===== src/rtl/gen_crd_rtn_top.sv =====
`default_nettype none
// ============================================================================
// Module      : gen_crd_rtn_top
// Description : Receiver-side credit returner. Tracks buffer occupancy from
//               sender credit use, coalesces freed entries and grants them
//               back to the sender; flags overflow/underflow violations.
// Revision    : 1.0 - initial release
// ============================================================================
module gen_crd_rtn_top #(
    parameter int CRD_INIT_AMOUNT  = 8,
    parameter int MAX_CRD_USED_VAL = 1,
    parameter int MAX_CRD_FREE_VAL = 1,
    parameter int MAX_CRD_GRNT_VAL = 1,
    parameter int RTN_THRESH       = 1,
    parameter int RTN_TIMEOUT      = 16,
    localparam int CRD_CNT_W  = $clog2(CRD_INIT_AMOUNT) + 1,
    localparam int CRD_USED_W = $clog2(MAX_CRD_USED_VAL) + 1,
    localparam int CRD_FREE_W = $clog2(MAX_CRD_FREE_VAL) + 1,
    localparam int CRD_GRNT_W = $clog2(MAX_CRD_GRNT_VAL) + 1,
    localparam int TMR_W      = $clog2(RTN_TIMEOUT + 1) + 1
) (
    input  logic                  clk,
    input  logic                  rst,
    input  logic [CRD_USED_W-1:0] crd_used_val,
    input  logic                  crd_used_en,
    input  logic [CRD_FREE_W-1:0] crd_free_val,
    input  logic                  crd_free_en,
    input  logic                  crd_rtn_hold,
    input  logic                  err_clr,
    output logic [CRD_GRNT_W-1:0] crd_grnt_val,
    output logic                  crd_grnt_en,
    output logic [CRD_CNT_W-1:0]  crd_pend,
    output logic [CRD_CNT_W-1:0]  occ,
    output logic                  idle,
    output logic                  ovf_err,
    output logic                  udf_err
);

    // Common arithmetic width wide enough for occ + used without wrap.
    localparam int c_W0    = (CRD_CNT_W > CRD_USED_W) ? CRD_CNT_W : CRD_USED_W;
    localparam int c_SUM_W = ((c_W0 > CRD_FREE_W) ? c_W0 : CRD_FREE_W) + 1;

    localparam logic [c_SUM_W-1:0] c_INIT      = c_SUM_W'(CRD_INIT_AMOUNT);
    localparam logic [c_SUM_W-1:0] c_GRNT_MAX  = c_SUM_W'(MAX_CRD_GRNT_VAL);
    localparam logic [c_SUM_W-1:0] c_THRESH    = c_SUM_W'(RTN_THRESH);

    logic [CRD_CNT_W-1:0]  r_occ;
    logic [CRD_CNT_W-1:0]  r_pend;
    logic                  r_grnt_en;
    logic [CRD_GRNT_W-1:0] r_grnt_val;
    logic                  r_ovf;
    logic                  r_udf;

    logic [c_SUM_W-1:0] w_used;
    logic [c_SUM_W-1:0] w_free_req;
    logic [c_SUM_W-1:0] w_occ_x;
    logic [c_SUM_W-1:0] w_pend_x;
    logic [c_SUM_W-1:0] w_eff_free;
    logic [c_SUM_W-1:0] w_occ_sum;
    logic [c_SUM_W-1:0] w_occ_next;
    logic [c_SUM_W-1:0] w_grnt_amt;
    logic [c_SUM_W-1:0] w_pend_next;
    logic               w_udf;
    logic               w_ovf;
    logic               w_pend_zero;
    logic               w_tmo;
    logic               w_fire;

    assign w_used     = crd_used_en ? c_SUM_W'(crd_used_val) : '0;
    assign w_free_req = crd_free_en ? c_SUM_W'(crd_free_val) : '0;
    assign w_occ_x    = c_SUM_W'(r_occ);
    assign w_pend_x   = c_SUM_W'(r_pend);

    // Only entries already resident can be freed; the excess is a violation.
    assign w_udf      = (w_free_req > w_occ_x);
    assign w_eff_free = w_udf ? w_occ_x : w_free_req;

    assign w_occ_sum  = w_occ_x + w_used;
    assign w_ovf      = (w_occ_sum > c_INIT);
    assign w_occ_next = (w_ovf ? c_INIT : w_occ_sum) - w_eff_free;

    assign w_pend_zero = (r_pend == '0);
    assign w_fire      = !crd_rtn_hold && !w_pend_zero &&
                         ((w_pend_x >= c_THRESH) || w_tmo);
    assign w_grnt_amt  = (w_pend_x > c_GRNT_MAX) ? c_GRNT_MAX : w_pend_x;
    assign w_pend_next = w_pend_x - (w_fire ? w_grnt_amt : '0) + w_eff_free;

    generate
        if (RTN_TIMEOUT != 0) begin : g_tmr
            localparam logic [TMR_W-1:0] c_TMR_MAX = TMR_W'(RTN_TIMEOUT - 1);
            logic [TMR_W-1:0] r_tmr;

            always_ff @(posedge clk or posedge rst) begin
                if (rst) begin
                    r_tmr <= '0;
                end else if (w_fire || w_pend_zero) begin
                    r_tmr <= '0;
                end else if (!crd_rtn_hold && (r_tmr != c_TMR_MAX)) begin
                    r_tmr <= r_tmr + 1'b1;
                end
            end

            assign w_tmo = (r_tmr == c_TMR_MAX);
        end else begin : g_no_tmr
            assign w_tmo = 1'b0;
        end
    endgenerate

    always_ff @(posedge clk or posedge rst) begin
        if (rst) begin
            r_occ      <= '0;
            r_pend     <= '0;
            r_grnt_en  <= 1'b0;
            r_grnt_val <= '0;
            r_ovf      <= 1'b0;
            r_udf      <= 1'b0;
        end else begin
            r_occ      <= CRD_CNT_W'(w_occ_next);
            r_pend     <= CRD_CNT_W'(w_pend_next);
            r_grnt_en  <= w_fire;
            r_grnt_val <= w_fire ? CRD_GRNT_W'(w_grnt_amt) : '0;
            // A new violation outranks a simultaneous clear.
            r_ovf      <= w_ovf || (r_ovf && !err_clr);
            r_udf      <= w_udf || (r_udf && !err_clr);
        end
    end

    assign crd_grnt_val = r_grnt_val;
    assign crd_grnt_en  = r_grnt_en;
    assign crd_pend     = r_pend;
    assign occ          = r_occ;
    assign idle         = (r_occ == '0) && w_pend_zero && !r_grnt_en;
    assign ovf_err      = r_ovf;
    assign udf_err      = r_udf;

endmodule
`default_nettype wire


===== config.mk =====
export PLATFORM = sky130hd
export DESIGN_NAME = gen_crd_rtn_top
export DESIGN_NICKNAME = d
export VERILOG_FILES = /design/src/rtl/gen_crd_rtn_top.sv
export SDC_FILE = /design/constraint.sdc
export NUM_CORES = 1
export LEC_CHECK = 0
export ABC_AREA = 1
export CORE_UTILIZATION = 45
export CTS_BUF_LIST = sky130_fd_sc_hd__clkbuf_8
export DETAILED_ROUTE_END_ITERATION = 10
export GPL_TIMING_DRIVEN = 0
export HOLD_SLACK_MARGIN = 0.06
export PLACE_DENSITY = 0.74
export SETUP_SLACK_MARGIN = 0.2
export SYNTH_ARGS = -nofsm -noshare
export SYNTH_HDL_FRONTEND = slang
export SYNTH_SLANG_ARGS = --single-unit
export TNS_END_PERCENT = 10

===== constraint.sdc =====
create_clock -name clk -period 3.55 [get_ports clk]
set_input_delay 0.5325 -clock clk [delete_from_list [all_inputs] [get_ports clk]]
set_output_delay 0.5325 -clock clk [all_outputs]
set_load 0.01 [all_outputs]

# After elaboration in Yosys (flattened, before gate mapping)
# Index checks and enable logic that the tools add are counted.
totals:
  ff_bits: 18
  output_inout_bits: 13
  in_bits: 8
  elab_cells: 45
op_classes:
  n_reduce_logical: 18
  n_eq_ne: 2
  n_lt_le_gt_ge: 4
  mux: 9
  n_addsub: 5
op_table:
  columns: ["op", "n"]
  rows:
  - ["$mux 4", 4]
  - ["$mux 6", 2]
  - ["$logic_not 4->1", 2]
  - ["$sub 4x4->4", 2]
  - ["$logic_and 1x1->1", 7]
  - ["$add 6x1->6 const B", 1]
  - ["$eq 6x4->1 const B", 1]
  - ["$ne 6x4->1 const B", 1]
  - ["$add 4x1->5", 1]
  - ["$gt 5x4->1 const B", 1]
  - ["$add 4x4->4", 1]
  - ["$ge 4x1->1 const B", 1]
  - ["$gt 1x4->1", 1]
  - ["$gt 4x1->1 const B", 1]
  - ["$logic_not 1->1", 4]
  - ["$logic_or 1x1->1", 4]
  - ["$mux 1", 3]
  - ["$reduce_bool 2->1", 1]

# Logic depth before layout (Yosys ltp)
logic_depth:
  depth_word: 7
  mapped_depth: 15
  ltp_nobuf: 15

# Least setup slack after synthesis
# No wires, ideal clock.
synth_timing:
  path_kind: "input -> register"
  start: "in crd_free_en"
  end: "reg r_pend[2], in the netlist crd_pend[2]"
  required_ps: 3427
  setup_ps: 123
  t_arrival_ps: 2145
  path_stages: 12
  path_slack_ps: 1282
  path_cell_list: "nand2_1 ha_1 inv_1 nand3_1 nand2_1 o21ai_2 ha_1 inv_1 ha_1 inv_1 fa_1 xnor2_1"
synth_between:
  elab_chain_cells: 4
synth_rtl:
  columns: ["item", "line", "text"]
  rows:
  - ["start: declaration", "27", "input logic crd_free_en,"]
  - ["$mux 1 (*)", "70", "assign w_free_req = crd_free_en ? c_SUM_W'(crd_free_val) : '0;"]
  - ["$gt 1x4->1", "75", "assign w_udf = (w_free_req > w_occ_x);"]
  - ["$mux 4 (*)", "76", "assign w_eff_free = w_udf ? w_occ_x : w_free_req;"]
  - ["$add 4x4->4 (*)", "86", "assign w_pend_next = w_pend_x - (w_fire ? w_grnt_amt : '0) + w_eff_free;"]
  - ["net w_pend_next[2]", "62", "logic [c_SUM_W-1:0] w_pend_next;"]
  - ["end signal: assignment", "119", "r_pend <= CRD_CNT_W'(w_pend_next);"]
  - ["end: declaration", "48", "logic [CRD_CNT_W-1:0] r_pend;"]
# Mark *: on every way through the listed nets, which the timed path passes. The rest lies on a longest branch.
# A chain may end at the register's enable or synchronous reset.

# Worst setup path in the final report
# Ends and elaborated chain as after synthesis.

==> impl_metrics.py <==
metrics = {
    "route": {
        "via_count": 736,
        "drt_iter0_markers": 4,
        "drt-vias-per-instance": 4.66,
        "remaining_drc_errors": 0,
        "drt_wl_total_um": 1710,
        "antenna_left": 0,
        "firstDrtPassIters": 3,
        "wl_per_cell_um": 10.8,
    },
    "cts": {
        "cts.hold.buffers_added": 0,
        "h-tree-depth": 1,
        "path_clk_slew_ns": 0.06,
        "root_buffer": "clkbuf_8",
        "cts_tree": "built",
        "cts_buffers": 3,
        "cts_buffer_depth": 2,
        "clkSinkCount": 12,
        "cts_resized": 0,
        "insertion_delay_ns": 0.25,
        "cts_setup_buffers": 0,
    },
    "status": {
        "run_status": "completed",
    },
    "finish": {
        "n_antenna_cell": 0,
        "final_cell_area_mm2": 0.00117,
        "drive_gt1_share_pct": 9.77,
        "mostFrequentLayoutCells": "inv_1, nand2_1, clkdlybuf4s50_1",
        "fin_cells": 158,
        "final_nets": 156,
        "layout_commonest_cell": "inv_1",
        "synthToLayoutAreaGrowth_pct": 35.2,
        "fin_util_pct": 66.5,
    },
    "critical_path": {
        "regToRegSetupSlack_ns": 1.23,
        "critPathRequiredTime_ns": 3.68,
        "crit_fanout": 3,
        "crit_start": "crd_free_en",
        "cp.arrival_ns": 2.78,
        "reg2reg_depth": 10,
        "crit_path_end": "crd_pend[2]$_DFF_PP0_",
        "critPathLaunchType": "primary input",
        "rr_startpoint": "occ[0]$_DFF_PP0_",
        "reg2reg_to": "crd_pend[2]$_DFF_PP0_",
        "path_class": "primary input to flip-flop",
        "end_kind": "flip-flop",
    },
    "synthesis": {
        "syn_avg_cell_area_um2": 8.35,
        "synth_top_area_share_pct": 34.6,
        "synth_seq_cells": 12,
        "yosys.area.top_type": "dfrtp_1",
        "ys.warnings.count": 0,
        "postSynthCellCount": 104,
        "synthTopCellsByArea": "dfrtp_1, ha_1, inv_1",
        "synth_area_um2": 868,
        "synth_seq_area_share_pct": 34.6,
        "yosys.cell_types.count": 18,
    },
    "sta": {
        "finalMaxSlewViolations": 0,
        "timing.setup.tns_ns": 0,
        "finalHoldViolations": 0,
        "clock_skew_ns": 0.00293,
        "rsz0062_at_grt": "false",
        "timing.hold.ws_ns": 0.478,
        "period_share_pct": 74.7,
        "fmax_mhz": 377,
        "setup_viol": 0,
        "fin_crit_ns": 2.65,
    },
    "placed_design": {
        "dp_cells": 154,
        "hpwlAfterDp_um": 1400,
        "gp_congestion": 0.814,
        "numPortBuffers": 20,
        "dpl_cell_area_mm2": 0.00112,
    },
    "die": {
        "dieWidth_um": 45.9,
        "start_util_pct": 49.2,
        "io_pins": 21,
        "dieArea_mm2": 0.00211,
        "placeableCoreArea_mm2": 0.00176,
        "fp.dieH_um": 45.9,
        "rows": 15,
    },
    "min_path": {
        "hold_path.class": "flip-flop to flip-flop",
    },
    "flow_run": {
        "drv_cap": 0,
    },
    "grt": {
        "overflow": 0,
        "grt_max_degree": 13,
        "grt_pass1_wl_um": 2900,
        "antenna_found_initial": 0,
        "grt_pass1_vias": 701,
        "grt_use_total_pct": 20.1,
    },
    "pwr": {
        "ir_drop_v": 0.000421,
        "cellLeakagePower_uw": 0.000623,
        "p_per_area_mw_per_mm2": 880,
    },
}
sequential cells by signal, summed over array words and instances (netlist names):
signal,flops
udf_err,1
crd_grnt_val,1
crd_grnt_en,1
occ,4
ovf_err,1
crd_pend,4
per-layer routing:
metal  wire, um  global-route usage, %  vias to the layer above
met3         73                   4.76                        4
met2        856                   33.5                       16
met1        744                   23.5                      350
met4         30                   10.6                        0
li1           -                      -                      366
met5          0                      0                        -
layout make-up:
cell class | instances | area (um2)
fillers | 160 | 591
multi-input cells | 71 | 489
flip-flops and latches | 12 | 300
repair buffers | 20 | 200
inverters | 26 | 97.6
clock buffers | 4 | 55.1
well taps | 25 | 31.3
how the worst min path moves through the flow:
stage                            end  cells past startpoint  slack (ns)         startpoint
2_1_floorplan  crd_grnt_en$_DFF_PP0_                      1        0.40                rst
3_3_place_gp       ovf_err$_DFF_PP0_                      2        0.47  ovf_err$_DFF_PP0_
3_5_place_dp       ovf_err$_DFF_PP0_                      2        0.47  ovf_err$_DFF_PP0_
4_1_cts            ovf_err$_DFF_PP0_                      2        0.48  ovf_err$_DFF_PP0_
5_1_grt            ovf_err$_DFF_PP0_                      2        0.51  ovf_err$_DFF_PP0_
6_report           ovf_err$_DFF_PP0_                      2        0.48  ovf_err$_DFF_PP0_
per-stage QoR:
step                power (uW)  worst slack, ns
floorplan                  659             1.28
global placement           848            0.709
detailed placement         880            0.638
CTS                       1040            0.899
global route              1130            0.766
finish                    1030            0.897
cells by family after synthesis:
family / share of synthesized area (%)
XOR/XNOR: 3.03
buffers and inverters: 11.2
adder cells (fa/ha/maj): 23.6
AND/OR/NAND/NOR: 20.0
flip-flops: 34.6
AO/OA/AOI/OAI: 6.63
other: 0.865
synthesized netlist by cell type, drive strengths merged:
cell type,number
dfrtp,12
nor3,1
nand2,25
ha,10
a21oi,4
conb,2
fa,4
inv,26
nand3,7
nor2,6
xnor2,3
o21ai,2
a31oi,2
power breakdown:
part	switching [uW]	internal, uW	total [uW]	leakage (uW)
logic	322	292	614	0.000452
clock network	54.5	98.2	153	0.0000288
registers	61.5	205	266	0.000143
total	438	595	1030	0.000623
critical path: stages:
cell             delay (ns)
clkdlybuf4s50_1        0.46
nand2_1                0.07
ha_1                   0.27
inv_1                  0.06
nand3_1                0.12
o21ai_2                0.21
ha_1                   0.26
inv_1                  0.05
ha_1                   0.15
inv_1                  0.06
fa_1                   0.39
xnor2_1                0.15
No activity file was read; power rests on OpenSTA's default activity.
